### config.mk
export PLATFORM = sky130hd
export DESIGN_NAME = risc_trace_buffer
export DESIGN_NICKNAME = d
export VERILOG_FILES = /design/src/rtl/risc_trace_buffer.sv
export SDC_FILE = /design/constraint.sdc
export NUM_CORES = 1
export LEC_CHECK = 0
export ABC_AREA = 1
export BUFFER_PORTS_ARGS = -buffer_cell sky130_fd_sc_hd__buf_2
export CORE_ASPECT_RATIO = 1.75
export CORE_MARGIN = 2
export CORE_UTILIZATION = 30
export DETAILED_ROUTE_END_ITERATION = 7
export PLACE_DENSITY = 0.47
export SYNTH_ARGS = -nofsm -noshare
export SYNTH_HDL_FRONTEND = slang
export SYNTH_SLANG_ARGS = --single-unit
### constraint.sdc
create_clock -name clk -period 10.2 [get_ports clk]
set_input_delay 2.55 -clock clk [delete_from_list [all_inputs] [get_ports clk]]
set_output_delay 2.55 -clock clk [all_outputs]
set_load 0.05 [all_outputs]
### src/rtl/risc_trace_buffer.sv
// ---------------------------------------------------------------------------
// risc_trace_buffer
//
// Instruction-trace capture buffer for the RISC core. Retired
// {pc, instr, msb} tuples are written into a circular memory while a capture
// is running. Capture ends in one of three ways, selected by mode:
//   00 wrap       capture until stop; old entries are overwritten.
//   01 fill-stop  capture until the buffer is full.
//   10 trigger    capture until post_cnt samples follow the sample whose
//                 pc matches trig_pc.
//   11 reserved   arm clears the buffer and leaves it idle; no writes.
// Once capture has ended, entries are read back oldest-first through a
// registered read port.
//
// Ports
//   clk, reset          rising-edge clock; asynchronous active-low reset
//   mode, arm, stop     capture control (priority: arm > stop > sample_en)
//   sample_en, pc_in,
//   instr_in, msb_in    retired-instruction sample from the core
//   trig_pc, post_cnt   trigger PC and post-trigger sample count (mode 10)
//   rd_en               pop the oldest entry (IDLE/DONE only)
//   rd_pc, rd_instr,
//   rd_msb, rd_valid    popped entry, one cycle after rd_en
//   count               stored entries, 0..DEPTH
//   state               00 IDLE, 01 CAPTURE, 10 POST, 11 DONE
//   triggered, overflow sticky status, cleared by arm or reset
//
// Read handshake: there is no ready/backpressure on either side. A pop is
// accepted on a clock edge where rd_en=1, count>0, no arm, and the state is
// IDLE or DONE. An accepted pop drives rd_valid=1 with the entry on rd_*
// for exactly the following cycle; otherwise rd_valid=0 and rd_* hold.
// ---------------------------------------------------------------------------
module risc_trace_buffer #(
   parameter int DATA_W = 32,
   parameter int DEPTH  = 16,
   parameter int AW     = $clog2(DEPTH)
) (
   input  logic              clk,
   input  logic              reset,
   input  logic [1:0]        mode,
   input  logic              arm,
   input  logic              stop,
   input  logic              sample_en,
   input  logic [DATA_W-1:0] pc_in,
   input  logic [DATA_W-1:0] instr_in,
   input  logic              msb_in,
   input  logic [DATA_W-1:0] trig_pc,
   input  logic [AW:0]       post_cnt,
   input  logic              rd_en,
   output logic [DATA_W-1:0] rd_pc,
   output logic [DATA_W-1:0] rd_instr,
   output logic              rd_msb,
   output logic              rd_valid,
   output logic [AW:0]       count,
   output logic [1:0]        state,
   output logic              triggered,
   output logic              overflow
);

   localparam int EW = 2 * DATA_W + 1;

   localparam logic [AW:0] FULL    = (AW + 1)'(DEPTH);
   localparam logic [AW:0] FULL_M1 = (AW + 1)'(DEPTH - 1);
   localparam logic [AW:0] ONE     = (AW + 1)'(1);

   localparam logic [1:0] MODE_FILL = 2'b01;
   localparam logic [1:0] MODE_TRIG = 2'b10;
   localparam logic [1:0] MODE_RSVD = 2'b11;

   typedef enum logic [1:0] {
      ST_IDLE    = 2'b00,
      ST_CAPTURE = 2'b01,
      ST_POST    = 2'b10,
      ST_DONE    = 2'b11
   } state_t;

   state_t          state_q, state_d;
   logic [AW-1:0]   wr_ptr_q, wr_ptr_d;
   logic [AW-1:0]   rd_ptr_q, rd_ptr_d;
   logic [AW:0]     count_q, count_d;
   logic [AW:0]     remain_q, remain_d;
   logic            trig_q, trig_d;
   logic            ovf_q, ovf_d;
   logic            mem_we;
   logic            rd_fire;

   // Trace memory is deliberately not reset; count/pointers define validity.
   logic [EW-1:0]   mem [DEPTH];

   // ------------------------------------------------------------------------
   // Next-state / control
   // ------------------------------------------------------------------------
   always_comb begin
      state_d  = state_q;
      wr_ptr_d = wr_ptr_q;
      rd_ptr_d = rd_ptr_q;
      count_d  = count_q;
      remain_d = remain_q;
      trig_d   = trig_q;
      ovf_d    = ovf_q;
      mem_we   = 1'b0;
      rd_fire  = 1'b0;

      if (arm) begin
         // arm restarts from any state and drops a coincident sample.
         state_d  = (mode == MODE_RSVD) ? ST_IDLE : ST_CAPTURE;
         wr_ptr_d = '0;
         rd_ptr_d = '0;
         count_d  = '0;
         remain_d = '0;
         trig_d   = 1'b0;
         ovf_d    = 1'b0;
      end else if (state_q == ST_CAPTURE || state_q == ST_POST) begin
         if (sample_en && mode != MODE_RSVD) begin
            mem_we   = 1'b1;
            wr_ptr_d = wr_ptr_q + 1'b1;
            if (count_q == FULL) begin
               // Buffer full: the write lands on the oldest entry, so the
               // read pointer moves past it and count stays at DEPTH.
               rd_ptr_d = rd_ptr_q + 1'b1;
               ovf_d    = 1'b1;
            end else begin
               count_d = count_q + 1'b1;
            end

            if (state_q == ST_CAPTURE) begin
               if (mode == MODE_FILL && count_q == FULL_M1) begin
                  state_d = ST_DONE;
               end
               if (mode == MODE_TRIG && pc_in == trig_pc) begin
                  trig_d   = 1'b1;
                  remain_d = post_cnt;
                  state_d  = (post_cnt == '0) ? ST_DONE : ST_POST;
               end
            end else begin
               remain_d = remain_q - 1'b1;
               if (remain_q == ONE) begin
                  state_d = ST_DONE;
               end
            end
         end

         // stop ends the capture after any coincident sample is written.
         if (stop) begin
            state_d = ST_DONE;
         end
      end else if (rd_en && count_q != '0) begin
         rd_fire  = 1'b1;
         rd_ptr_d = rd_ptr_q + 1'b1;
         count_d  = count_q - 1'b1;
      end
   end

   // ------------------------------------------------------------------------
   // State registers and registered read port
   // ------------------------------------------------------------------------
   always_ff @(posedge clk or negedge reset) begin
      if (!reset) begin
         state_q  <= ST_IDLE;
         wr_ptr_q <= '0;
         rd_ptr_q <= '0;
         count_q  <= '0;
         remain_q <= '0;
         trig_q   <= 1'b0;
         ovf_q    <= 1'b0;
         rd_valid <= 1'b0;
         rd_pc    <= '0;
         rd_instr <= '0;
         rd_msb   <= 1'b0;
      end else begin
         state_q  <= state_d;
         wr_ptr_q <= wr_ptr_d;
         rd_ptr_q <= rd_ptr_d;
         count_q  <= count_d;
         remain_q <= remain_d;
         trig_q   <= trig_d;
         ovf_q    <= ovf_d;
         rd_valid <= rd_fire;
         if (rd_fire) begin
            {rd_pc, rd_instr, rd_msb} <= mem[rd_ptr_q];
         end
      end
   end

   // Reads and writes never share a cycle (reads only outside capture),
   // so no bypass is needed.
   always_ff @(posedge clk) begin
      if (mem_we) begin
         mem[wr_ptr_q] <= {pc_in, instr_in, msb_in};
      end
   end

   assign count     = count_q;
   assign state     = state_q;
   assign triggered = trig_q;
   assign overflow  = ovf_q;

endmodule
==> results of run 1 <==
[metal layers]
| metal | vias up | part of all wire | track usage |
|---|---|---|---|
| li1 | 12971 | - | - |
| met1 | 14222 | 0.41 | 0.2043 |
| met2 | 622 | 0.54 | 0.3217 |
| met3 | 177 | 0.036 | 0.02228 |
| met4 | 4 | 0.022 | 0.04570 |
| met5 | - | 0.00020 | 0 |
[worst max-delay path: stages]
cell     delay (ns)
buf_2          0.18
nor2_1         0.12
inv_1          0.08
nor2_1         0.36
nand2_1        0.34
nor2_4         0.94
buf_4          0.75
[flip-flops by register name, indices dropped and copies added (netlist names), 2 cells and up]
register / cells
count: 5
mem: 1040
rd_instr: 32
rd_pc: 32
rd_ptr_q: 4
remain_q: 5
state: 2
wr_ptr_q: 4
[kinds of logic (layout without fill, tap and decap cells)]
logic type,Yosys count,count (layout),synth area share
flip-flops,1128,1128,0.7374
AND/OR/NAND/NOR,1044,1044,0.08840
AO/OA/AOI/OAI,880,880,0.1053
buffers and inverters,309,512,0.03397
multiplexers,130,130,0.02870
XOR/XNOR,14,14,0.002705
adder cells (fa/ha/maj),12,12,0.003477
other,0,3,0
[per-stage QoR]
step	cell area [um^2]	std cells
CTS	51420	5715
global route	51420	5716
floorplan	45340	3517
global placement	48150	5535
finish	51430	5718
detailed placement	48150	5535
[worst min path at each step]
stage,endpoint,depth (start not counted)
after floorplan,remain_q[1],2
after global placement,remain_q[1],2
after detailed placement,remain_q[1],2
after CTS,remain_q[1],2
after global routing,rd_pc[20],2
final,rd_instr[1],2
[layout by cell type, fill, tap and decap left out, types with 96 or more instances in the layout]
| master | instances |
|---|---|
| mux2i_1 | 130 |
| o21ai_0 | 378 |
| nor2_1 | 316 |
| edfxtp_1 | 1040 |
| nand2_1 | 670 |
| a21oi_1 | 200 |
| clkbuf_16 | 101 |
| o22ai_1 | 136 |
| o21ai_1 | 96 |
| buf_2 | 183 |
[where the power goes]
part	switching (uW)	internal (uW)	total [uW]
combinational	2620	909	3530
clock	1700	2140	3840
sequential	212	5260	5470
total	4530	8300	12800
[final cells by class]
| cell class | instances | area [um^2] | area share |
|---|---|---|---|
| inverters | 100 | 401.6 | 0.007810 |
| clock buffers | 119 | 2655 | 0.05163 |
| well taps | 1995 | 2496 | 0.04854 |
| repair buffers | 232 | 1313 | 0.02552 |
| flip-flops and latches | 1128 | 33440 | 0.6503 |
| diodes | 3 | 7.507 | 0.0001460 |
| multi-input cells | 2080 | 10490 | 0.2041 |
| clock inverters | 61 | 616.8 | 0.01199 |
==> run_results.csv, run 1 <==
group,metric,value,unit
synth,synthCells,3517,
detailed_routing,ant_nets,0,
cells_and_area,nets,3762,
power_and_ir_drop,p_total,12830,uW
setup_path,cp.arrival,5.37,ns
clock_tree,cts_buffer_depth,3,
global_route,grt_start_max_net_pins,168,
detailed_routing,wl_per_cell,23.57,um
timing,period_minus_slack,5.054,ns
cells_and_area,syn2layout_area_growth,13.43,%
place,dp_hpwl,74620,um
clock_tree,cts.repair.resized,0,
run,drv_cap,0,
die,core,0.1501,mm^2
power_and_ir_drop,power.leakage,0.01794,uW
timing,setup_ws,5.146,ns
timing,tns,0,ns
die,row_count,188,
synth,ys.flop_type,"edfxtp_1",
clock_tree,cts.sinks,1128,
setup_path,path_max_fanout,41,
setup_path,required,10.52,ns
detailed_routing,drt_drc_violations_left,0,
die,initial_core_util,0.3021,
detailed_routing,drtPass1Iterations,5,
synth,ys_seq_elements,1128,
global_route,overflow,0,
die,die_h,518.3,um
cells_and_area,post-route-util,0.3427,
detailed_routing,via_per_inst,4.896,
synth,post-synth-top-count-cell,"edfxtp_1",
detailed_routing,drt_wl_total,134800,um
synth,netlist-cell-type-count,36,
setup_path,cp-end-kind,"flop",
global_route,grt_first_pass_wirelength,195300,um
min_path,min_from,"rd_instr[1]",
power_and_ir_drop,vdd.ir_drop.worst,0.1631,mV
place,io_buffer_count,184,
global_route,antenna_found_initial,7,
clock_tree,clock-root-buffer,"clkbuf_16",
setup_path,start_kind,"input port",
setup_path,rr_worst_depth,7,
clock_tree,cts_made_buffers,98,
synth,synth_area,0.04534,mm^2
setup_path,crit-reg2reg-launch,"state[0]",
setup_path,startpoint,"arm",
setup_path,cp-endpoint,"mem[1][30]",
synth,synth_top_area_frac,0.6889,
min_path,min_path_type,"flop to flop",
place,gp_congestion,0.8047,
timing,setup_viol,0,
die,die_area,0.1544,mm^2
detailed_routing,drt_iter0_markers,1940,
setup_path,r2r_end,"mem[1][30]",
global_route,grt_pass1_vias,28230,
synth,syn_avg_cell_area,12.89,um^2
timing,slew_headroom,0.2384,
synth,synth_seq_area_share,0.7374,
setup_path,crit_type,"input port to flop",
synth,synth_edf_count,1040,
clock_tree,postCtsHoldBufs,0,
clock_tree,cts_setup_buffers,0,
clock_tree,cts_tree,"built",
power_and_ir_drop,cellPowerDensity,249.5,mW/mm^2
die,die_x,297.9,um
clock_tree,path_clk_slew,0.06,ns
synth,synth_area_leaders,"edfxtp_1 69%, nand2_1 5.6%, dfrtp_1 4.9%",
cells_and_area,drive_above_1_share,0.1137,
cells_and_area,num-fill-cells,14824,
timing,rsz0062_at_grt,"no",
timing,fin_crit_sh,0.4955,
synth,synth-async-reset-ratio,0.07801,
die,io_pins,185,
synth,synth_fp_nets,3639,
place,dp_slack,4.363,ns
synth,yosys.area.top_type,"edfxtp_1",
detailed_routing,via_count,27996,
clock_tree,h-tree-depth,3,
synth,synth.yosys.warnings,0,
timing,hold_slack,0.5079,ns
timing,worstMarginPinSlew,1.140,ns
global_route,grt_usage,0.1715,
timing,fmax,197.9,MHz
timing,clock_skew,0.02416,ns
outcome,outcome,"complete, no violations",
synth,synth_common_cells,"1,040 x edfxtp_1, 671 x nand2_1, 378 x o21ai_0",
clock_tree,clock_latency,0.70,ns
setup_path,r2r_slack,6.27,ns
timing,slew_violations,0,
timing,hold_violations,0,
(Power assumes the default switching activity.)
==> run 2, diff against run 1 <==
--- a/config.mk
+++ b/config.mk
@@ -5,7 +5,7 @@
 export SDC_FILE = /design/constraint.sdc
 export NUM_CORES = 1
 export LEC_CHECK = 0
-export ABC_AREA = 1
+export ABC_AREA = 0
 export BUFFER_PORTS_ARGS = -buffer_cell sky130_fd_sc_hd__buf_2
 export CORE_ASPECT_RATIO = 1.75
 export CORE_MARGIN = 2
==> constraint.sdc (replaced) <==
create_clock -name clk -period 4.9 [get_ports clk]
set_input_delay 1.225 -clock clk [delete_from_list [all_inputs] [get_ports clk]]
set_output_delay 1.225 -clock clk [all_outputs]
set_load 0.05 [all_outputs]
==> run 2 against run 1 <==
Sequential share of layout area rose by 0.54 points. Global-route usage fell by 1.5 points. Via count fell by 23%. Sequential power rose by 110%. Combinational power rose by 96%. Worst setup slack got worse by 4.3 ns. First-iteration DRC count fell by 17%. Area after synthesis fell by 3.4%. Clock skew rose by 0.0020 ns. Die area fell by 3.4%. Power rose by 110%. Highest routed layer unchanged.
==> run_results.csv, run 2 <==
group,metric,value,unit
outcome,outcome,"complete, no violations",
synth,synth_seq_area_share,0.7636,
place,dp_hpwl,66980,um
cells_and_area,layout_common_cells,"1,040 x edfxtp_1, 195 x mux4_2, 183 x buf_2",
global_route,antenna_found_initial,16,
clock_tree,clock-root-buffer,"clkbuf_16",
synth,synth_top_area_frac,0.7133,
cells_and_area,nets,2564,
global_route,met1_usage,0.1936,
clock_tree,postCtsHoldBufs,0,
synth,synth_common_cells,"1,040 x edfxtp_1, 195 x mux4_2, 168 x mux2i_1",
cells_and_area,drive_above_1_share,0.2609,
timing,rsz0062_at_grt,"no",
synth,synth_fp_nets,2332,
die,io_pins,185,
cells_and_area,final_cells,4401,
clock_tree,cts.sinks,1128,
synth,netlist-cell-type-count,47,
power_and_ir_drop,cellPowerDensity,523.3,mW/mm^2
power_and_ir_drop,power.leakage,0.01642,uW
detailed_routing,drt_drc_violations_left,0,
synth,ys.flop_type,"edfxtp_1",
setup_path,path_max_fanout,17,
cells_and_area,final_common_cell,"edfxtp_1",
timing,fmax,249.3,MHz
synth,synth_area,0.04378,mm^2
synth,synthMuxAreaShare,0.1475,
die,die_h,509.4,um
synth,synthCells,2210,
global_route,grtUsageMet3,0.02505,
detailed_routing,drtPass1Iterations,7,
setup_path,cp-end-kind,"flop",
clock_tree,cts_buffer_depth,3,
synth,ys_seq_elements,1128,
cells_and_area,area.sequential,0.03345,mm^2
setup_path,start_kind,"input port",
cells_and_area,multi_input_area,0.009879,mm^2
die,die_x,292.8,um
clock_tree,cts_made_buffers,104,
place,gp_congestion,0.7817,
setup_path,slowest_stage,"nor4_1",
synth,synth_xor_area_frac,0.008202,
synth,yosys.area.top_type,"edfxtp_1",
run,drv_cap,0,
detailed_routing,ant_nets,0,
min_path,min_path_type,"flop to flop",
cells_and_area,stdcell_area,0.05101,mm^2
global_route,overflow,0,
synth,syn_avg_cell_area,19.81,um^2
synth,post-synth-top-count-cell,"edfxtp_1",
clock_tree,cts_setup_buffers,0,
timing,slew_violations,0,
synth,synth-compound-area-share,0.03427,
cells_and_area,largest_reg_flops,1040,
timing,setup_viol,0,
detailed_routing,drt_iter0_markers,1613,
synth,synth_top_family_by_area,"multiplexers",
place,place_area,0.04752,mm^2
power_and_ir_drop,vdd.ir_drop.worst,0.2666,mV
clock_tree,h-tree-depth,3,
clock_tree,cts.repair.resized,0,
setup_path,crit_family,"simple AND/OR/NAND/NOR gates",
synth,synth_edf_count,1040,
setup_path,worst-path-buf-inv,1,
setup_path,slowest_delay,1.21,ns
timing,hold_violations,0,
clock_tree,cts_tree,"built",
die,core,0.1451,mm^2
detailed_routing,wl_per_cell,26.49,um
global_route,grt.busiest_layer,"met2",
die,row_count,185,
place,io_buffer_count,184,
timing,slew_headroom,0.03963,
setup_path,r2r_slack,1.64,ns
global_route,grt_start_max_net_pins,106,
setup_path,crit_type,"input port to flop",
detailed_routing,drt_wl_total,116600,um
synth,synth-async-reset-ratio,0.07801,
timing,worstMarginPinSlew,1.427,ns
cells_and_area,num-fill-cells,13440,
global_route,grt_usage,0.1567,
detailed_routing,via_per_inst,4.917,
cells_and_area,reg.largest.list,"mem x1040, rd_instr x32, rd_pc x32",
timing,period_minus_slack,4.011,ns
timing,clock_skew,0.02620,ns
synth,synthAdderAreaFrac,0.003601,
global_route,gr-usage-met2,0.2868,
setup_path,cp.arrival,4.61,ns
clock_tree,clock_latency,0.72,ns
die,die_area,0.1491,mm^2
cells_and_area,top_register,"mem",
synth,synth_area_leaders,"edfxtp_1 71%, mux4_2 10%, dfrtp_1 5.0%",
timing,tns,0,ns
timing,fin_crit_sh,0.8185,
clock_tree,path_clk_slew,0.07,ns
timing,hold_slack,0.4742,ns
place,placed_cells,4206,
setup_path,required,5.50,ns
synth,synth.yosys.warnings,0,
detailed_routing,via_count,21638,
global_route,grt_pass1_vias,23352,
cells_and_area,syn2layout_area_growth,16.52,%
synth,yosys.area_share.simple,0.02887,
die,initial_core_util,0.3017,
setup_path,path_cells,"buf_2 -> xor2_1 -> nor4_1 -> nand4_1 -> nor3_1 -> mux2i_1 -> o2bb2ai_1",
global_route,grt_first_pass_wirelength,168400,um
==> run 2: cell count changes after synthesis, moves of 29 or more <==
cell      previous run  this run
a21oi_1            200        11
inv_1               94        12
mux2_2               0        34
mux2i_1            130       168
mux4_2               0       195
nand2_1            671       119
nor2_1             328        31
nor2b_1              0        69
o211ai_1            61         0
o21ai_0            378        73
o21ai_1             96         0
o221ai_1             0        29
o22ai_1            136        66
o31ai_1              0        40
==> run 2: through the flow <==
step	power, uW	worst slack (ns)	util
4_1_cts	27160	0.9727	0.3515
2_1_floorplan	16620	-2.015	-
3_3_place_gp	18670	0.2263	0.3274
3_5_place_dp	18740	0.1990	0.3274
5_1_grt	27950	0.8059	0.3515
6_report	26690	0.8894	0.3515
==> run 2: routing by layer <==
layer,wire [um],share of wire
met1,48340,0.41
met3,4640,0.040
met2,61580,0.53
met4,1908,0.016
met5,91,0.00078
==> run 2: area by class of cell <==
cell class / count / share of cell area
Antenna cell: 1 / 0.00004906
Clock buffer: 150 / 0.05757
Clock inverter: 44 / 0.01087
Inverter: 12 / 0.0008830
Multi-Input combinational cell: 945 / 0.1937
Sequential cell: 1128 / 0.6557
Tap cell: 1870 / 0.04587
Timing Repair Buffer: 251 / 0.03539
==> run 2: tightest hold or removal path: cells and delay by family (launching register included) <==
family             cells  cell delay, ns
AOI/OAI and AO/OA      1            0.05
DFF                    1            0.34
and+or+nand+nor        1            0.04
==> run 2: path summary, 6_finish.rpt <==
| check | from | end | cells past startpoint |
|---|---|---|---|
| max in group asynchronous | reset | rd_pc[1] | 2 |
| min in group asynchronous | reset | rd_instr[2] | 1 |
| max reg2reg | rd_ptr_q[1] | rd_instr[24] | 5 |
| max | pc_in[7] | state[0] | 7 |
| min | rd_pc[15] | rd_pc[15] | 2 |
| min reg2reg | rd_pc[15] | rd_pc[15] | 2 |
==> run 2: report_power, final <==
| part | internal (uW) | switching, uW |
|---|---|---|
| clock | 4760 | 3600 |
| combinational | 2930 | 3980 |
| sequential | 10900 | 476 |
==> run 2: cells by family after synthesis <==
family / count (synthesis)
flops: 1128
mux: 397
simple gates: 262
compound gates: 233
buf+inv: 137
xor+xnor: 41
fa+ha+maj: 12
==> run 3, diff against run 2 <==
==> constraint.sdc (replaced) <==
create_clock -name clk -period 3.88 [get_ports clk]
set_input_delay 0.97 -clock clk [delete_from_list [all_inputs] [get_ports clk]]
set_output_delay 0.97 -clock clk [all_outputs]
set_load 0.05 [all_outputs]
==> run 3 against run 2 <==
Clock skew is 0.0049 ns higher. Clock power is 28% higher. Flip-flop and latch count stayed put. Core utilization is 0.26 points higher. Worst setup slack worse by 0.46 ns. Via count is 1.1% higher. Hold slack worse by 0.24 ns. Largest cell class unchanged. Global-route usage is 0.27 points higher. Power is 27% higher. Critical path depth stayed put.
==> run_results.csv, run 3 (synthesis results as in run 2) <==
group,metric,value,unit
detailed_routing,wl_per_cell,26.64,um
detailed_routing,drtPass1Iterations,8,
global_route,overflow,0,
power_and_ir_drop,p_total,34020,uW
die,row_count,185,
timing,slew_headroom,0.1991,
clock_tree,clock_latency,0.72,ns
cells_and_area,reg.largest.list,"mem x1040, rd_instr x32, rd_pc x32",
detailed_routing,via_per_inst,4.931,
setup_path,cp.arrival,4.08,ns
power_and_ir_drop,cellPowerDensity,662.1,mW/mm^2
detailed_routing,via_count,21870,
place,gp_congestion,0.7470,
die,initial_core_util,0.3017,
place,io_buffer_count,184,
timing,slew_violations,0,
outcome,outcome,"complete, no violations",
detailed_routing,drt_wl_total,118100,um
clock_tree,cts_made_buffers,104,
clock_tree,cts_setup_buffers,0,
clock_tree,cts.repair.resized,0,
timing,clock_skew,0.03112,ns
timing,period_minus_slack,3.454,ns
setup_path,slowest_stage,"nor3b_1",
setup_path,r2r_slack,0.80,ns
timing,hold_violations,0,
global_route,grt_pass1_vias,23671,
place,dp_hpwl,70750,um
global_route,antenna_found_initial,15,
global_route,grt_usage,0.1594,
detailed_routing,ant_nets,0,
setup_path,path_cells,"buf_2 -> xor2_1 -> nor3b_1 -> nand4_1 -> o31a_1 -> or4_1 -> o21ai_0",
global_route,grt_start_max_net_pins,89,
clock_tree,clock-root-buffer,"clkbuf_16",
timing,worstMarginPinSlew,1.197,ns
setup_path,required,4.51,ns
place,dp_slack,-0.4005,ns
die,die_h,509.4,um
min_path,min_path_type,"input port to asynchronous set/reset pin",
cells_and_area,final_common_cell,"edfxtp_1",
die,die_area,0.1491,mm^2
timing,setup_ws,0.4258,ns
setup_path,r2r_end,"rd_pc[27]",
setup_path,crit-reg2reg-launch,"rd_ptr_q[0]",
setup_path,start_kind,"input port",
place,place_area,0.04780,mm^2
clock_tree,h-tree-depth,3,
cells_and_area,largest_reg_flops,1040,
timing,rsz0062_at_grt,"no",
place,placed_cells,4236,
cells_and_area,final_cells,4435,
power_and_ir_drop,vdd.ir_drop.worst,0.3719,mV
run,drv_cap,0,
clock_tree,cts.sinks,1128,
setup_path,path_max_fanout,17,
power_and_ir_drop,power.leakage,0.01660,uW
cells_and_area,stdcell_area,0.05138,mm^2
timing,hold_slack,0.2347,ns
detailed_routing,drt_drc_violations_left,0,
detailed_routing,drt_iter0_markers,1609,
timing,fin_crit_sh,0.8903,
setup_path,cp-end-kind,"flop",
setup_path,slowest_delay,0.90,ns
setup_path,crit_type,"input port to flop",
die,io_pins,185,
cells_and_area,nets,2594,
timing,fmax,289.5,MHz
cells_and_area,layout_common_cells,"1,040 x edfxtp_1, 195 x mux4_2, 183 x buf_2",
clock_tree,path_clk_slew,0.06,ns
clock_tree,postCtsHoldBufs,0,
setup_path,rr_worst_depth,7,
die,die_x,292.8,um
cells_and_area,drive_above_1_share,0.2700,
cells_and_area,top_register,"mem",
die,core,0.1451,mm^2
clock_tree,cts_tree,"built",
global_route,grt_first_pass_wirelength,171700,um
timing,setup_viol,0,
cells_and_area,syn2layout_area_growth,17.37,%
clock_tree,cts_buffer_depth,3,
## run 3: cell types whose count changed in the layout (fill, tap and decap cells not counted), sizes merged
cell / previous run / this run
clkbuf: 150 / 146
buf: 251 / 281
clkinv: 27 / 29
diode: 1 / 2
bufinv: 11 / 12
clkinvlp: 2 / 8
inv: 16 / 14
## run 3: worst max-delay path: cells and delay by family
kind,cells,cell delay (ns)
simple gates,3,1.91
compound gates,2,0.54
xor+xnor,1,0.41
buf+inv,1,0.24
## run 3: area by class of cell
class | count | area, um^2
timing repair buffer | 281 | 2081
antenna | 2 | 5.005
multi-input combinational | 945 | 9892
clock inverter | 51 | 638.1
inverter | 12 | 45.04
clock buffer | 146 | 2935
tap | 1870 | 2340
sequential | 1128 | 33450
fill | 13468 | 93750
## run 3: through the flow
| step | utilization | setup TNS (ns) |
|---|---|---|
| finish | 0.3540 | 0 |
| global placement | 0.3294 | -2.171 |
| detailed placement | 0.3294 | -1.340 |
| floorplan | - | -960.03 |
| global route | 0.3540 | 0 |
| CTS | 0.3540 | 0 |
## run 3: how the worst max path moves through the flow
stage	startpoint	slack, ns	endpoint	cells past startpoint
after global routing	pc_in[8]	0.31	remain_q[2]	7
after detailed placement	pc_in[8]	-0.40	remain_q[2]	7
after CTS	pc_in[8]	0.38	remain_q[2]	7
after floorplan	sample_en	-1.04	mem[1][0]	4
final	pc_in[8]	0.43	remain_q[2]	7
after global placement	pc_in[8]	-0.52	remain_q[2]	7
## run 3: routing by layer
layer  up-vias  GRT usage  share of wire
li1       9483          -              -
met2       487     0.2883           0.53
met1     11741     0.1942           0.41
met4        18    0.04594          0.023
met5         -          0        0.00093
met3       141    0.02780          0.043
## run 3: power by group
| part | internal (uW) | leakage [uW] | switching, uW |
|---|---|---|---|
| registers | 13800 | 0.0105 | 482 |
| clock network | 6110 | 0.00172 | 4570 |
| logic | 3780 | 0.00441 | 5250 |
| total | 23700 | 0.0166 | 10300 |
